## src/rtl/cobro_monedas_if.sv

```systemverilog
// Coin/payment bus between the machine-side logic and the cobro_monedas stage.
interface cobro_monedas_if #(
  parameter int ANCHO_CREDITO = 5
);
  logic                     moneda_valida;
  logic [1:0]               moneda_valor;
  logic                     cancelar;
  logic [3:0]               precio;
  logic                     SELECCION_valida;
  logic                     listo;
  logic                     PAGO_RECIBIDO;
  logic [ANCHO_CREDITO-1:0] credito;
  logic [ANCHO_CREDITO-1:0] vuelto;
  logic                     vuelto_valido;
  logic                     moneda_rechazada;

  modport slave (
    input  moneda_valida, moneda_valor, cancelar, precio, SELECCION_valida, listo,
    output PAGO_RECIBIDO, credito, vuelto, vuelto_valido, moneda_rechazada
  );

  modport master (
    output moneda_valida, moneda_valor, cancelar, precio, SELECCION_valida, listo,
    input  PAGO_RECIBIDO, credito, vuelto, vuelto_valido, moneda_rechazada
  );
endinterface

```

## src/rtl/cobro_monedas.sv

```systemverilog
// Coin payment stage: accumulates credit against the selected price, holds payment until the
// drink is ready, then returns change. Optional inactivity refund enabled by COBRO_TIMEOUT_EN.
module cobro_monedas #(
  parameter int ANCHO_CREDITO  = 5,
  parameter int TIMEOUT_CICLOS = 255
) (
  input  logic            clk,
  input  logic            reset,
  cobro_monedas_if.slave  bus
);

  typedef enum logic [1:0] {
    ESPERA     = 2'd0,
    COBRANDO   = 2'd1,
    PAGADO     = 2'd2,
    DEVOLUCION = 2'd3
  } estado_t;

  function automatic logic [ANCHO_CREDITO-1:0] valor_moneda(input logic [1:0] codigo);
    case (codigo)
      2'b00:   valor_moneda = ANCHO_CREDITO'(1);
      2'b01:   valor_moneda = ANCHO_CREDITO'(2);
      2'b10:   valor_moneda = ANCHO_CREDITO'(5);
      default: valor_moneda = ANCHO_CREDITO'(10);
    endcase
  endfunction

  estado_t                  r_estado, w_estado_sig;
  logic [3:0]               r_precio, w_precio_sig;
  logic [ANCHO_CREDITO-1:0] r_credito, w_credito_sig;
  logic [ANCHO_CREDITO-1:0] r_vuelto, w_vuelto_sig;
  logic                     r_pago, w_pago_sig;
  logic                     r_vuelto_valido;
  logic                     r_rechazo, w_rechazo_sig;
  logic                     w_acepta;
  logic                     w_timeout;
  logic [ANCHO_CREDITO-1:0] w_suma;
  logic [ANCHO_CREDITO-1:0] w_precio_ext;

  // Credit is always below the price (<=15) before a coin, so the sum never exceeds 24.
  assign w_suma       = r_credito + valor_moneda(bus.moneda_valor);
  assign w_precio_ext = ANCHO_CREDITO'(r_precio);

`ifdef COBRO_TIMEOUT_EN
  logic [15:0] r_cnt_inactivo;

  assign w_timeout = (r_estado == COBRANDO) && (r_credito != '0) &&
                     (r_cnt_inactivo == 16'(TIMEOUT_CICLOS - 1));

  always_ff @(posedge clk or negedge reset) begin
    if (!reset) begin
      r_cnt_inactivo <= '0;
    end else if (r_estado == COBRANDO && w_estado_sig == COBRANDO &&
                 r_credito != '0 && !w_acepta) begin
      r_cnt_inactivo <= r_cnt_inactivo + 16'd1;
    end else begin
      r_cnt_inactivo <= '0;
    end
  end
`else
  logic w_unused_timeout;
  assign w_unused_timeout = (TIMEOUT_CICLOS == 0);
  assign w_timeout        = 1'b0;
`endif

  always_comb begin
    w_estado_sig  = r_estado;
    w_precio_sig  = r_precio;
    w_credito_sig = r_credito;
    w_vuelto_sig  = r_vuelto;
    w_pago_sig    = r_pago;
    w_rechazo_sig = 1'b0;
    w_acepta      = 1'b0;
    case (r_estado)
      ESPERA: begin
        w_credito_sig = '0;
        w_rechazo_sig = bus.moneda_valida;
        if (bus.SELECCION_valida && bus.precio != 4'd0) begin
          w_precio_sig = bus.precio;
          w_estado_sig = COBRANDO;
        end
      end
      COBRANDO: begin
        if (bus.cancelar || !bus.SELECCION_valida) begin
          w_rechazo_sig = bus.moneda_valida;
          w_credito_sig = '0;
          if (r_credito != '0) begin
            w_vuelto_sig = r_credito;
            w_estado_sig = DEVOLUCION;
          end else begin
            w_estado_sig = ESPERA;
          end
        end else if (bus.moneda_valida) begin
          w_acepta      = 1'b1;
          w_credito_sig = w_suma;
          if (w_suma >= w_precio_ext) begin
            w_vuelto_sig = w_suma - w_precio_ext;
            w_pago_sig   = 1'b1;
            w_estado_sig = PAGADO;
          end
        end else if (w_timeout) begin
          w_vuelto_sig  = r_credito;
          w_credito_sig = '0;
          w_estado_sig  = DEVOLUCION;
        end
      end
      PAGADO: begin
        // Drink is committed: cancel and loss of selection no longer matter here.
        w_rechazo_sig = bus.moneda_valida;
        w_pago_sig    = 1'b1;
        if (bus.listo) begin
          w_pago_sig    = 1'b0;
          w_credito_sig = '0;
          if (r_vuelto != '0) begin
            w_estado_sig = DEVOLUCION;
          end else begin
            w_vuelto_sig = '0;
            w_estado_sig = ESPERA;
          end
        end
      end
      DEVOLUCION: begin
        w_rechazo_sig = bus.moneda_valida;
        w_credito_sig = '0;
        w_vuelto_sig  = '0;
        w_estado_sig  = ESPERA;
      end
      default: begin
        w_estado_sig = ESPERA;
      end
    endcase
  end

  always_ff @(posedge clk or negedge reset) begin
    if (!reset) begin
      r_estado        <= ESPERA;
      r_precio        <= '0;
      r_credito       <= '0;
      r_vuelto        <= '0;
      r_pago          <= 1'b0;
      r_vuelto_valido <= 1'b0;
      r_rechazo       <= 1'b0;
    end else begin
      r_estado        <= w_estado_sig;
      r_precio        <= w_precio_sig;
      r_credito       <= w_credito_sig;
      r_vuelto        <= w_vuelto_sig;
      r_pago          <= w_pago_sig;
      r_vuelto_valido <= (w_estado_sig == DEVOLUCION);
      r_rechazo       <= w_rechazo_sig;
    end
  end

  assign bus.PAGO_RECIBIDO    = r_pago;
  assign bus.credito          = r_credito;
  assign bus.vuelto           = r_vuelto;
  assign bus.vuelto_valido    = r_vuelto_valido;
  assign bus.moneda_rechazada = r_rechazo;

endmodule
```

## src/flat_wrapper.sv

```systemverilog
// flat-port wrapper written by rule: the top's interface ports become plain ports
module cobro_monedas_flat 
#(
  parameter int ANCHO_CREDITO  = 5,
  parameter int TIMEOUT_CICLOS = 255
)
  (clk, reset, bus_moneda_valida, bus_moneda_valor, bus_cancelar, bus_precio, bus_SELECCION_valida, bus_listo, bus_PAGO_RECIBIDO, bus_credito, bus_vuelto, bus_vuelto_valido, bus_moneda_rechazada);
  cobro_monedas_if #(.ANCHO_CREDITO(ANCHO_CREDITO)) bus_i ();
  input  logic clk;
  input  logic reset;
  input wire logic [$bits(bus_i.moneda_valida)-1:0] bus_moneda_valida;
  input wire logic [$bits(bus_i.moneda_valor)-1:0] bus_moneda_valor;
  input wire logic [$bits(bus_i.cancelar)-1:0] bus_cancelar;
  input wire logic [$bits(bus_i.precio)-1:0] bus_precio;
  input wire logic [$bits(bus_i.SELECCION_valida)-1:0] bus_SELECCION_valida;
  input wire logic [$bits(bus_i.listo)-1:0] bus_listo;
  output wire logic [$bits(bus_i.PAGO_RECIBIDO)-1:0] bus_PAGO_RECIBIDO;
  output wire logic [$bits(bus_i.credito)-1:0] bus_credito;
  output wire logic [$bits(bus_i.vuelto)-1:0] bus_vuelto;
  output wire logic [$bits(bus_i.vuelto_valido)-1:0] bus_vuelto_valido;
  output wire logic [$bits(bus_i.moneda_rechazada)-1:0] bus_moneda_rechazada;
  assign bus_i.moneda_valida = bus_moneda_valida;
  assign bus_i.moneda_valor = bus_moneda_valor;
  assign bus_i.cancelar = bus_cancelar;
  assign bus_i.precio = bus_precio;
  assign bus_i.SELECCION_valida = bus_SELECCION_valida;
  assign bus_i.listo = bus_listo;
  assign bus_PAGO_RECIBIDO = bus_i.PAGO_RECIBIDO;
  assign bus_credito = bus_i.credito;
  assign bus_vuelto = bus_i.vuelto;
  assign bus_vuelto_valido = bus_i.vuelto_valido;
  assign bus_moneda_rechazada = bus_i.moneda_rechazada;
  cobro_monedas #(.ANCHO_CREDITO(ANCHO_CREDITO), .TIMEOUT_CICLOS(TIMEOUT_CICLOS)) u_core (.clk(clk), .reset(reset), .bus(bus_i));
endmodule
```

## config.mk

```make
export PLATFORM = sky130hd
export DESIGN_NAME = cobro_monedas_flat
export DESIGN_NICKNAME = d
export VERILOG_FILES = /design/src/rtl/cobro_monedas_if.sv /design/src/rtl/cobro_monedas.sv /design/src/flat_wrapper.sv
export SDC_FILE = /design/constraint.sdc
export NUM_CORES = 1
export LEC_CHECK = 0
export CAP_MARGIN = 0
export CORE_ASPECT_RATIO = 0.9
export CORE_MARGIN = 8
export CORE_UTILIZATION = 50
export CTS_CLUSTER_DIAMETER = 40
export CTS_CLUSTER_SIZE = 20
export DETAILED_ROUTE_END_ITERATION = 12
export PLACE_DENSITY = 0.8
export SYNTH_ARGS = -nofsm -noshare
export SYNTH_HDL_FRONTEND = slang
export SYNTH_SLANG_ARGS = --single-unit
export TNS_END_PERCENT = 100
```

## constraint.sdc

```tcl
create_clock -name clk -period 6.8 [get_ports clk]
set_input_delay 1.36 -clock clk [delete_from_list [all_inputs] [get_ports clk]]
set_output_delay 1.36 -clock clk [all_outputs]
set_load 0.02 [all_outputs]
```

==> summary.md, run 1 <==
| Metric | Value |
|---|---|
| Layout overhead on the synthesized area | 23.09% |
| Grt total ovfl | 0 |
| I/O Buffers | 24 |
| Clock skew | 2.864 ps |
| CP max-delay cell | clkdlybuf4s50_1 |
| Kind of critical path | input pin to register |
| Die X | 68.97 um |
| RSZ-0062 raised after global routing | false |
| Fmax | 0.2423 GHz |
| Via density | 5.972 |
| Max-slew violations | 0 |
| Initial DRT Pass Iterations | 4 |
| Clock Latency Late Sink | between 300 and 400 ps |
| Period minus WS final | 4127 ps |
| Root buffer cell | clkbuf_4 |
| CTS max path bufs | 2 |
| Post-CTS sizing | 0 |
| Seq cells post-synth | 19 |
| # setup viols final | 0 |
| Max Cap Viol | 0 |
| DP Wirelength | 2395 um |
| Crit path launch | bus_moneda_valor[0] |
| Largest net degree at the start of global routing | 20 |
| First-pass GRT wire length | 5244 um |
| Fin. Hold Viols | 0 |
| Final Cycle Share | 0.6069 |
| Routability congestion estimate | 0.9830 |
| Clk slew on worst S/H paths | about 110 ps |
| Arrival @ worst endpoint | 4330 ps |
| Design area | 1554 sq um |
| DRC | 0 |
| Antenna diodes | 0 |
| Avg Cell Area, Syn | 9.863 sq um |
| Layout cells sized above 1 | 0.08497 |
| Reg2reg start | u_core.bus.credito[0]$_DFFE_PN0P_ |
| Rel. slew slack | 0.4006 |
| R2R setup slack | 3880 ps |
| # Post-CTS Setup Buffers | 0 |
| Cts bufs inserted | 3 |
| Synth area leaders | dfrtp_1 (38%), ha_1 (7.9%), o21ai_0 (3.6%) |
| WL/cell | 16.89 um |
| Vias in the first global route | between 1000 and 1500 |
| Die area | 4391 sq um |
| Yosys top cell area share | 0.3766 |
| Buffers and inverters on the worst path | 2 |
| Via count | 1081 |
| YS warnings | 0 |
| CP peak stage delay | 570 ps |
| Register area share after synthesis | 0.3766 |
| Initial DRC count | 59 |
| Hold-fix buffers at CTS | 0 |
| CP max FO | 5 |
| Placement Setup Slack | 2345 ps |
| Lkg Pwr | approximately 0.0007 uW |
| Setup TNS | 0 ps |
| Synth Net Count | 150 |
| Non-filler instance count after layout | between 150 and 200 |
| Post-Synthesis Cells | 128 |
| FF/Latch Area | 475.5 sq um |
| WHS | 506.1 ps |
| Worst VDD drop | around 0.27 mV |
| Die Y | 63.67 um |
| Distinct cell type count of the synthesized netlist | 43 |
| Worst Hold Class | register to register |
| Layout fillers | 210 |
| Nets | 176 |
| Post-route setup slack | 2673 ps |
| Core Region | roughly 2400 sq um |
| Area of the multi-input gates | 753.2 sq um |
| Site Rows | 17 |
| DP Area | 1526 sq um |
| Largest delay share family, worst path | adder cells |
| Routed WL | slightly above 3000 um |
| Htree depth | 1 |
| Hold_sp | u_core.bus.PAGO_RECIBIDO$_DFFE_PN0P_ |
| Cell count after placement | 177 |
| Crit end category | register |
| Clock tree from TritonCTS | done |
| Clock Sinks | 19 |
| Startpoint Class | input pin |
| Leading area contributor after synthesis | dfrtp_1 |
| Critical Path RT | about 7000 ps |
| PwrDens | roughly 350 nW/um^2 |
| Initial antenna violation count | 0 |
| I/O pins | 25 |
| Cell repeated most along the worst path | ha_1 |
| Total GRT Usage | 0.1503 |
| Mapped cell area | 1262 sq um |
| Status | completed |
| Routed Antenna Nets | 0 |
| Starting Density | 0.5206 |
| Worst slew pin tran | 897.2 ps |
| CP cell instances | clkdlybuf4s50_1 -> inv_1 -> ha_1 -> fa_1 -> xor2_1 -> ha_1 -> o21ai_0 -> a21oi_1 -> o41ai_4 -> mux2_2 |
## through the flow
stage / power, uW / util
after floorplan: 384.1 / -
after global placement: 467.9 / 0.6295
after detailed placement: 480.4 / 0.6295
after CTS: 540.1 / 0.6409
after global routing: 579.8 / 0.6409
final: 539.5 / 0.6409
## placed cells by master, fill, tap and decap left out, types with 2 or more instances in the layout
cell type        Yosys  final
a21o_1               3      3
a21oi_1              7      7
and2_1               2      2
clkbuf_4             0      3
clkdlybuf4s50_1      0     24
dfrtp_1             19     19
fa_1                 2      2
ha_1                 8      8
inv_1                6      6
mux2_1               2      2
mux2_2               3      3
nand2_1             12     12
nand2b_1             2      2
nand3_1              3      3
nand3b_1             2      2
nor2_1               7      7
nor2b_1              5      5
nor3_1               2      2
o21ai_0              9      9
o22ai_1              3      3
o31ai_1              3      3
xnor2_1              2      2
xor2_1               2      2
## layout make-up
type,instances,share of cell area
inverter,6,0.01449
timing repair buffer,24,0.1546
clock buffer,3,0.01449
sequential,19,0.3060
multi-input combinational,100,0.4847
clock inverter,1,0.003221
tap,28,0.02254
## final timing paths
check	end	cells after the start
max in group asynchronous	u_core.bus.vuelto[0]$_DFFE_PN0P_	1
min reg2reg	u_core.bus.PAGO_RECIBIDO$_DFFE_PN0P_	2
min in group asynchronous	u_core.bus.moneda_rechazada$_DFF_PN0_	1
max	u_core.bus.vuelto[1]$_DFFE_PN0P_	10
min	u_core.bus.PAGO_RECIBIDO$_DFFE_PN0P_	2
max reg2reg	u_core.bus.vuelto[1]$_DFFE_PN0P_	8
## synth_stat cells
library cell / count
dfrtp_1: 19
nand2_1: 12
o21ai_0: 9
ha_1: 8
a21oi_1: 7
nor2_1: 7
inv_1: 6
nor2b_1: 5
a21o_1: 3
clkbuf_1: 3
mux2_2: 3
nand3_1: 3
o22ai_1: 3
o31ai_1: 3
and2_1: 2
fa_1: 2
mux2_1: 2
nand2b_1: 2
nand3b_1: 2
nor3_1: 2
xnor2_1: 2
xor2_1: 2
a211o_1: 1
a211oi_1: 1
a21oi_4: 1
a22o_1: 1
a22o_2: 1
a22oi_1: 1
a31o_2: 1
a31oi_1: 1
and2_0: 1
nand4bb_1: 1
nor3b_1: 1
nor4_1: 1
o21a_1: 1
o221ai_1: 1
o2bb2ai_1: 1
o311a_2: 1
o311ai_0: 1
o41ai_1: 1
o41ai_4: 1
or4_1: 1
xnor2_2: 1
## cells by family (layout without fill, tap and decap cells)
group,Yosys count,count (layout),share of synthesized area
muxes,5,5,0.04460
AOI/OAI and AO/OA,40,40,0.2369
xor gates and xnor gates,5,5,0.04064
DFF,19,19,0.3766
buffers and inverters,9,34,0.02676
and+or+nand+nor,40,40,0.1635
adders and majority gates,10,10,0.1110
## registers in the layout (all words and copies together), names as in the netlist
signal,count
u_core.r_estado,2
u_core.bus.vuelto_valido,1
u_core.bus.moneda_rechazada,1
u_core.bus.vuelto,5
u_core.bus.credito,5
u_core.bus.PAGO_RECIBIDO,1
u_core.r_precio,4
## power by group
part | total (uW) | switching [uW] | internal [uW]
Combinational | 302 | 166 | 136
Sequential | 179 | 30.9 | 148
Clock | 58.6 | 36.6 | 22.0
Total | 540 | 234 | 306
## routing by layer
metal  up-vias  global-route usage  wire length, um  part of all wire
met5         -                   0                0                 0
li1        526                   -                -                 -
met4         0             0.05514               69             0.023
met2        34              0.2394             1467              0.48
met1       512              0.1746             1284              0.42
met3         9             0.05830              236             0.077
## worst register-to-register path, delay by kind of cell (launching register included)
kind / cells / cell delay (ps)
flip-flops: 1 / 450
XOR/XNOR: 1 / 230
multiplexers: 1 / 390
AO/OA/AOI/OAI: 3 / 760
adder cells (fa/ha/maj): 3 / 970
(Power assumes the default switching activity.)
==> run 2, diff against run 1 <==
--- a/config.mk
+++ b/config.mk
@@ -8,11 +8,11 @@
 export CAP_MARGIN = 0
 export CORE_ASPECT_RATIO = 0.9
 export CORE_MARGIN = 8
-export CORE_UTILIZATION = 50
+export CORE_UTILIZATION = 46
 export CTS_CLUSTER_DIAMETER = 40
 export CTS_CLUSTER_SIZE = 20
 export DETAILED_ROUTE_END_ITERATION = 12
-export PLACE_DENSITY = 0.8
+export PLACE_DENSITY = 0.77
 export SYNTH_ARGS = -nofsm -noshare
 export SYNTH_HDL_FRONTEND = slang
 export SYNTH_SLANG_ARGS = --single-unit
==> constraint.sdc (replaced) <==
create_clock -name clk -period 3.45 [get_ports clk]
set_input_delay 0.69 -clock clk [delete_from_list [all_inputs] [get_ports clk]]
set_output_delay 0.69 -clock clk [all_outputs]
set_load 0.02 [all_outputs]
==> summary.md, run 2 (same netlist as run 1, synthesis figures left out) <==
| Metric | Value |
|---|---|
| Max Cap Viol | 0 |
| Final Cycle Share | 0.9435 |
| Vias in the first global route | 1111 |
| Via count | about 1100 |
| Layout cells sized above 1 | 0.1358 |
| Reg2Reg Depth | 8 |
| Nets | ~190 |
| Clk slew on worst S/H paths | 120 ps |
| Most common cell after layout, fill and taps aside | clkdlybuf4s50_1 |
| Initial DRT Pass Iterations | 4 |
| Cell count after placement | about 190 |
| RSZ-0062 raised after global routing | false |
| Routed WL | between 3000 and 4000 um |
| Worst slew pin tran | between 800 and 900 ps |
| Total GRT Usage | 0.1413 |
| DP Wirelength | around 2500 um |
| Largest net degree at the start of global routing | 20 |
| Die Y | 65.70 um |
| CP max FO | 5 |
| Htree depth | 1 |
| R2R setup slack | around 670 ps |
| Initial DRC count | 82 |
| Worst VDD drop | 0.5013 mV |
| Critical Path RT | about 3700 ps |
| Crit end category | register |
| Die area | 4679 sq um |
| Clock Latency Late Sink | 300 ps |
| Grt total ovfl | 0 |
| Worst Hold Class | register to register |
| Core Region | approximately 2700 sq um |
| Reg-to-reg endpoint | u_core.bus.vuelto[1]$_DFFE_PN0P_ |
| CTS max path bufs | 2 |
| Initial antenna violation count | 0 |
| Routed Antenna Nets | 0 |
| Kind of critical path | input pin to register |
| Overall power | 1108 uW |
| Clock Sinks | 19 |
| Max-slew violations | 0 |
| Hold depth | 2 |
| Most frequent cells in the layout | clkdlybuf4s50_1 (24), dfrtp_1 (19), nand2_1 (12) |
| Hold_sp | u_core.bus.PAGO_RECIBIDO$_DFFE_PN0P_ |
| Root buffer cell | clkbuf_4 |
| DRC | 0 |
| Startpoint Class | input pin |
| Hold Path End | u_core.bus.PAGO_RECIBIDO$_DFFE_PN0P_ |
| Non-filler instance count after layout | 192 |
| Rel. slew slack | 0.4084 |
| Fmax | 0.3072 GHz |
| Fin. Hold Viols | 0 |
| I/O pins | 25 |
| Clock tree from TritonCTS | done |
| First-pass GRT wire length | 5244 um |
| Reg2reg start | u_core.bus.credito[0]$_DFFE_PN0P_ |
| Cts bufs inserted | 3 |
| Lkg Pwr | 0.0007322 uW |
| Clock skew | about 4.3 ps |
| Routability congestion estimate | 0.8993 |
| # setup viols final | 0 |
| Die X | roughly 70 um |
| Status | completed |
| Via density | 5.839 |
| Arrival @ worst endpoint | 3460 ps |
| WL/cell | 16.34 um |
| I/O Buffers | 24 |
| PwrDens | 681.5 nW/um^2 |
| Starting Density | 0.4711 |
| Site Rows | 18 |
| # Post-CTS Setup Buffers | 0 |
| Post-CTS sizing | 0 |
| Hold-fix buffers at CTS | 0 |
| Antenna diodes | 0 |
| Period minus WS final | 3255 ps |
| Layout overhead on the synthesized area | 28.84% |
## run 2: critical path, cell delays in order
cell,delay (ps)
clkdlybuf4s50_1,510
inv_1,60
ha_1,200
fa_1,410
xor2_1,230
ha_1,270
o21ai_0,150
a21oi_1,100
o41ai_4,430
mux2_2,390
## run 2: power breakdown
group / switching (uW) / internal [uW]
logic: 333 / 305
registers: 60.6 / 292
clock network: 74.0 / 44.2
total: 467 / 641
## run 2: cell type report
class,instances,area [sq um]
Timing Repair Buffer,33,307.8
Sequential cell,19,475.5
Fill cell,222,1054
Tap cell,30,37.54
Inverter,6,22.52
Clock buffer,3,22.52
Clock inverter,1,7.507
Multi-Input combinational cell,100,753.2
## run 2: per-layer routing
layer  routed length, um  part of all wire  vias up  GRT usage
li1                    -                 -      536          -
met1                1344              0.43      536     0.1716
met2                1496              0.48       45     0.2337
met3                 270             0.086        4    0.05319
met4                  26            0.0083        0    0.02850
met5                   0                 0        -          0
## run 2: worst max-delay path by stage
stage / to / slack (ps) / start
global placement: u_core.bus.vuelto[0]$_DFFE_PN0P_ / -30 / bus_moneda_valor[0]
floorplan: u_core.bus.vuelto[0]$_DFFE_PN0P_ / 500 / bus_moneda_valor[0]
detailed placement: u_core.bus.vuelto[1]$_DFFE_PN0P_ / -120 / bus_moneda_valor[0]
global route: u_core.bus.vuelto[1]$_DFFE_PN0P_ / 100 / bus_moneda_valor[0]
CTS: u_core.bus.vuelto[1]$_DFFE_PN0P_ / 210 / bus_moneda_valor[0]
finish: u_core.bus.vuelto[1]$_DFFE_PN0P_ / 190 / bus_moneda_valor[0]
## run 2: per-stage QoR
step	TNS [ps]	hold slack (ps)	utilization	cell area (sq um)	setup WS (ps)
finish	0	509.6	0.6069	1627	194.8
global route	0	560.5	0.6069	1627	101.5
CTS	0	507.8	0.6069	1627	206.8
detailed placement	-400.6	477.8	0.5957	1597	-115.6
global placement	-96.53	474.7	0.5957	1597	-31.44
floorplan	0	394.4	-	1262	500.6
==> run 3, diff against run 2 <==
--- a/config.mk
+++ b/config.mk
@@ -7,12 +7,14 @@
 export LEC_CHECK = 0
 export CAP_MARGIN = 0
 export CORE_ASPECT_RATIO = 0.9
-export CORE_MARGIN = 8
+export CORE_MARGIN = 2
 export CORE_UTILIZATION = 46
 export CTS_CLUSTER_DIAMETER = 40
 export CTS_CLUSTER_SIZE = 20
 export DETAILED_ROUTE_END_ITERATION = 12
+export GPL_ROUTABILITY_DRIVEN = 0
 export PLACE_DENSITY = 0.77
+export SLEW_MARGIN = 10
 export SYNTH_ARGS = -nofsm -noshare
 export SYNTH_HDL_FRONTEND = slang
 export SYNTH_SLANG_ARGS = --single-unit
==> summary.md, run 3 (same netlist as run 1, synthesis figures left out) <==
| Metric | Value |
|---|---|
| Status | completed |
| Most frequent cells in the layout | clkdlybuf4s50_1 (24), dfrtp_1 (19), nand2_1 (12) |
| Fmax | between 0.3 and 0.4 GHz |
| Clock tree from TritonCTS | done |
| WL/cell | between 15 and 20 um |
| Initial DRT Pass Iterations | 5 |
| Initial antenna violation count | 0 |
| Crit end category | register |
| Clk slew on worst S/H paths | 110 ps |
| CP peak stage delay | 510 ps |
| Max-slew violations | 0 |
| DRC | 0 |
| Rel. slew slack | 0.4231 |
| Largest net degree at the start of global routing | 20 |
| Kind of critical path | input pin to register |
| Fin. Hold Viols | 0 |
| Max Cap Viol | 0 |
| Cts bufs inserted | 3 |
| # Post-CTS Setup Buffers | 0 |
| Layout overhead on the synthesized area | 28.64% |
| Die Y | around 54 um |
| Critical Path RT | 3660 ps |
| Die area | roughly 3200 sq um |
| Hold_sp | u_core.bus.PAGO_RECIBIDO$_DFFE_PN0P_ |
| Site Rows | 18 |
| Worst VDD drop | around 0.45 mV |
| Post-route setup slack | 184.6 ps |
| DP Area | 1597 sq um |
| Nets | approximately 190 |
| Layout cells sized above 1 | 0.1358 |
| Clock Latency Late Sink | roughly 310 ps |
| Placement Setup Slack | -118.9 ps |
| CP max FO | 5 |
| Vias in the first global route | 1128 |
| Routed Antenna Nets | 0 |
| CP max-delay cell | clkdlybuf4s50_1 |
| Core Region | 2680 sq um |
| Htree depth | 1 |
| Clock skew | about 8 ps |
| Worst Hold Class | register to register |
| Cell repeated most along the worst path | ha_1 |
| # setup viols final | 0 |
| Final Cycle Share | 0.9465 |
| I/O pins | 25 |
| First-pass GRT wire length | 4940 um |
| Worst slew pin tran | about 860 ps |
| CP cell instances | clkdlybuf4s50_1 -> inv_1 -> ha_1 -> fa_1 -> xor2_1 -> ha_1 -> o21ai_0 -> a21oi_1 -> o41ai_4 -> mux2_2 |
| CTS max path bufs | 2 |
| Post-CTS sizing | 0 |
| Grt total ovfl | 0 |
| Total GRT Usage | 0.2096 |
| Clock Sinks | 19 |
| Most common cell after layout, fill and taps aside | clkdlybuf4s50_1 |
| Arrival @ worst endpoint | 3470 ps |
| Period minus WS final | 3265 ps |
| RSZ-0062 raised after global routing | false |
| Via count | 1144 |
| Design area | 1624 sq um |
| Hold-fix buffers at CTS | 0 |
| Starting Density | 0.4711 |
| Reg2reg start | u_core.bus.credito[0]$_DFFE_PN0P_ |
| Antenna diodes | 0 |
| Crit path launch | bus_moneda_valor[0] |
| I/O Buffers | 24 |
| Die X | 59.22 um |
| PwrDens | 681.6 nW/um^2 |
| Startpoint Class | input pin |
| Root buffer cell | clkbuf_4 |
| Reg2Reg Depth | 8 |
| Lkg Pwr | 0.0007362 uW |
| Hold depth | 2 |
| Initial DRC count | 34 |
| Via density | between 5 and 6 |
| Routed WL | around 3000 um |
| DP Wirelength | approximately 2300 um |
-- run 3: cell types whose count changed in the layout (fill, tap and decap cells not counted), sizes merged --
cell	previous run	this run
clkinv	0	1
clkinvlp	1	0
-- run 3: final cells by class --
| class | count | area [sq um] |
|---|---|---|
| sequential | 19 | 475.5 |
| fill | 239 | 1056 |
| multi-input combinational | 100 | 753.2 |
| inverter | 6 | 22.52 |
| timing repair buffer | 33 | 307.8 |
| clock buffer | 3 | 22.52 |
| tap | 30 | 37.54 |
| clock inverter | 1 | 5.005 |
-- run 3: worst max-delay path: cells and delay by family --
kind            cells  cell delay, ps
compound gates      3             720
buf+inv             2             560
mux                 1             390
xor+xnor            1             220
fa+ha+maj           3             890
-- run 3: path summary, 6_finish.rpt --
kind / end / slack [ps]
setup / recovery: u_core.bus.vuelto[1]$_DFFE_PN0P_ / 180
hold / removal: u_core.bus.PAGO_RECIBIDO$_DFFE_PN0P_ / 510
setup reg to reg: u_core.bus.vuelto[1]$_DFFE_PN0P_ / 640
hold reg to reg: u_core.bus.PAGO_RECIBIDO$_DFFE_PN0P_ / 510
max in group asynchronous: u_core.r_precio[1]$_DFFE_PN0P_ / 2060
min in group asynchronous: u_core.r_estado[0]$_DFF_PN0_ / 860
-- run 3: power by group --
part	switching, uW	internal [uW]	total [uW]
Sequential	63.8	292	356
Clock	73.0	43.4	116
Combinational	333	302	635
-- run 3: per-stage QoR --
| stage | std cells | utilization | setup TNS [ps] | power (uW) | hold WS (ps) |
|---|---|---|---|---|---|
| after detailed placement | 188 | 0.5957 | -440.8 | 986.9 | 482.6 |
| after CTS | 192 | 0.6060 | 0 | 1105 | 510.5 |
| after global placement | 188 | 0.5957 | -84.40 | 964.0 | 473.9 |
| final | 192 | 0.6060 | 0 | 1107 | 506.9 |
| after floorplan | 128 | - | 0 | 757.0 | 394.4 |
| after global routing | 192 | 0.6060 | 0 | 1186 | 523.0 |
-- run 3: layer usage --
layer,up-vias,part of all wire,track usage
met5,-,0,0
met4,0,0.013,0.07197
met3,6,0.063,0.06731
met2,44,0.48,0.3571
met1,557,0.44,0.2496
li1,537,-,-
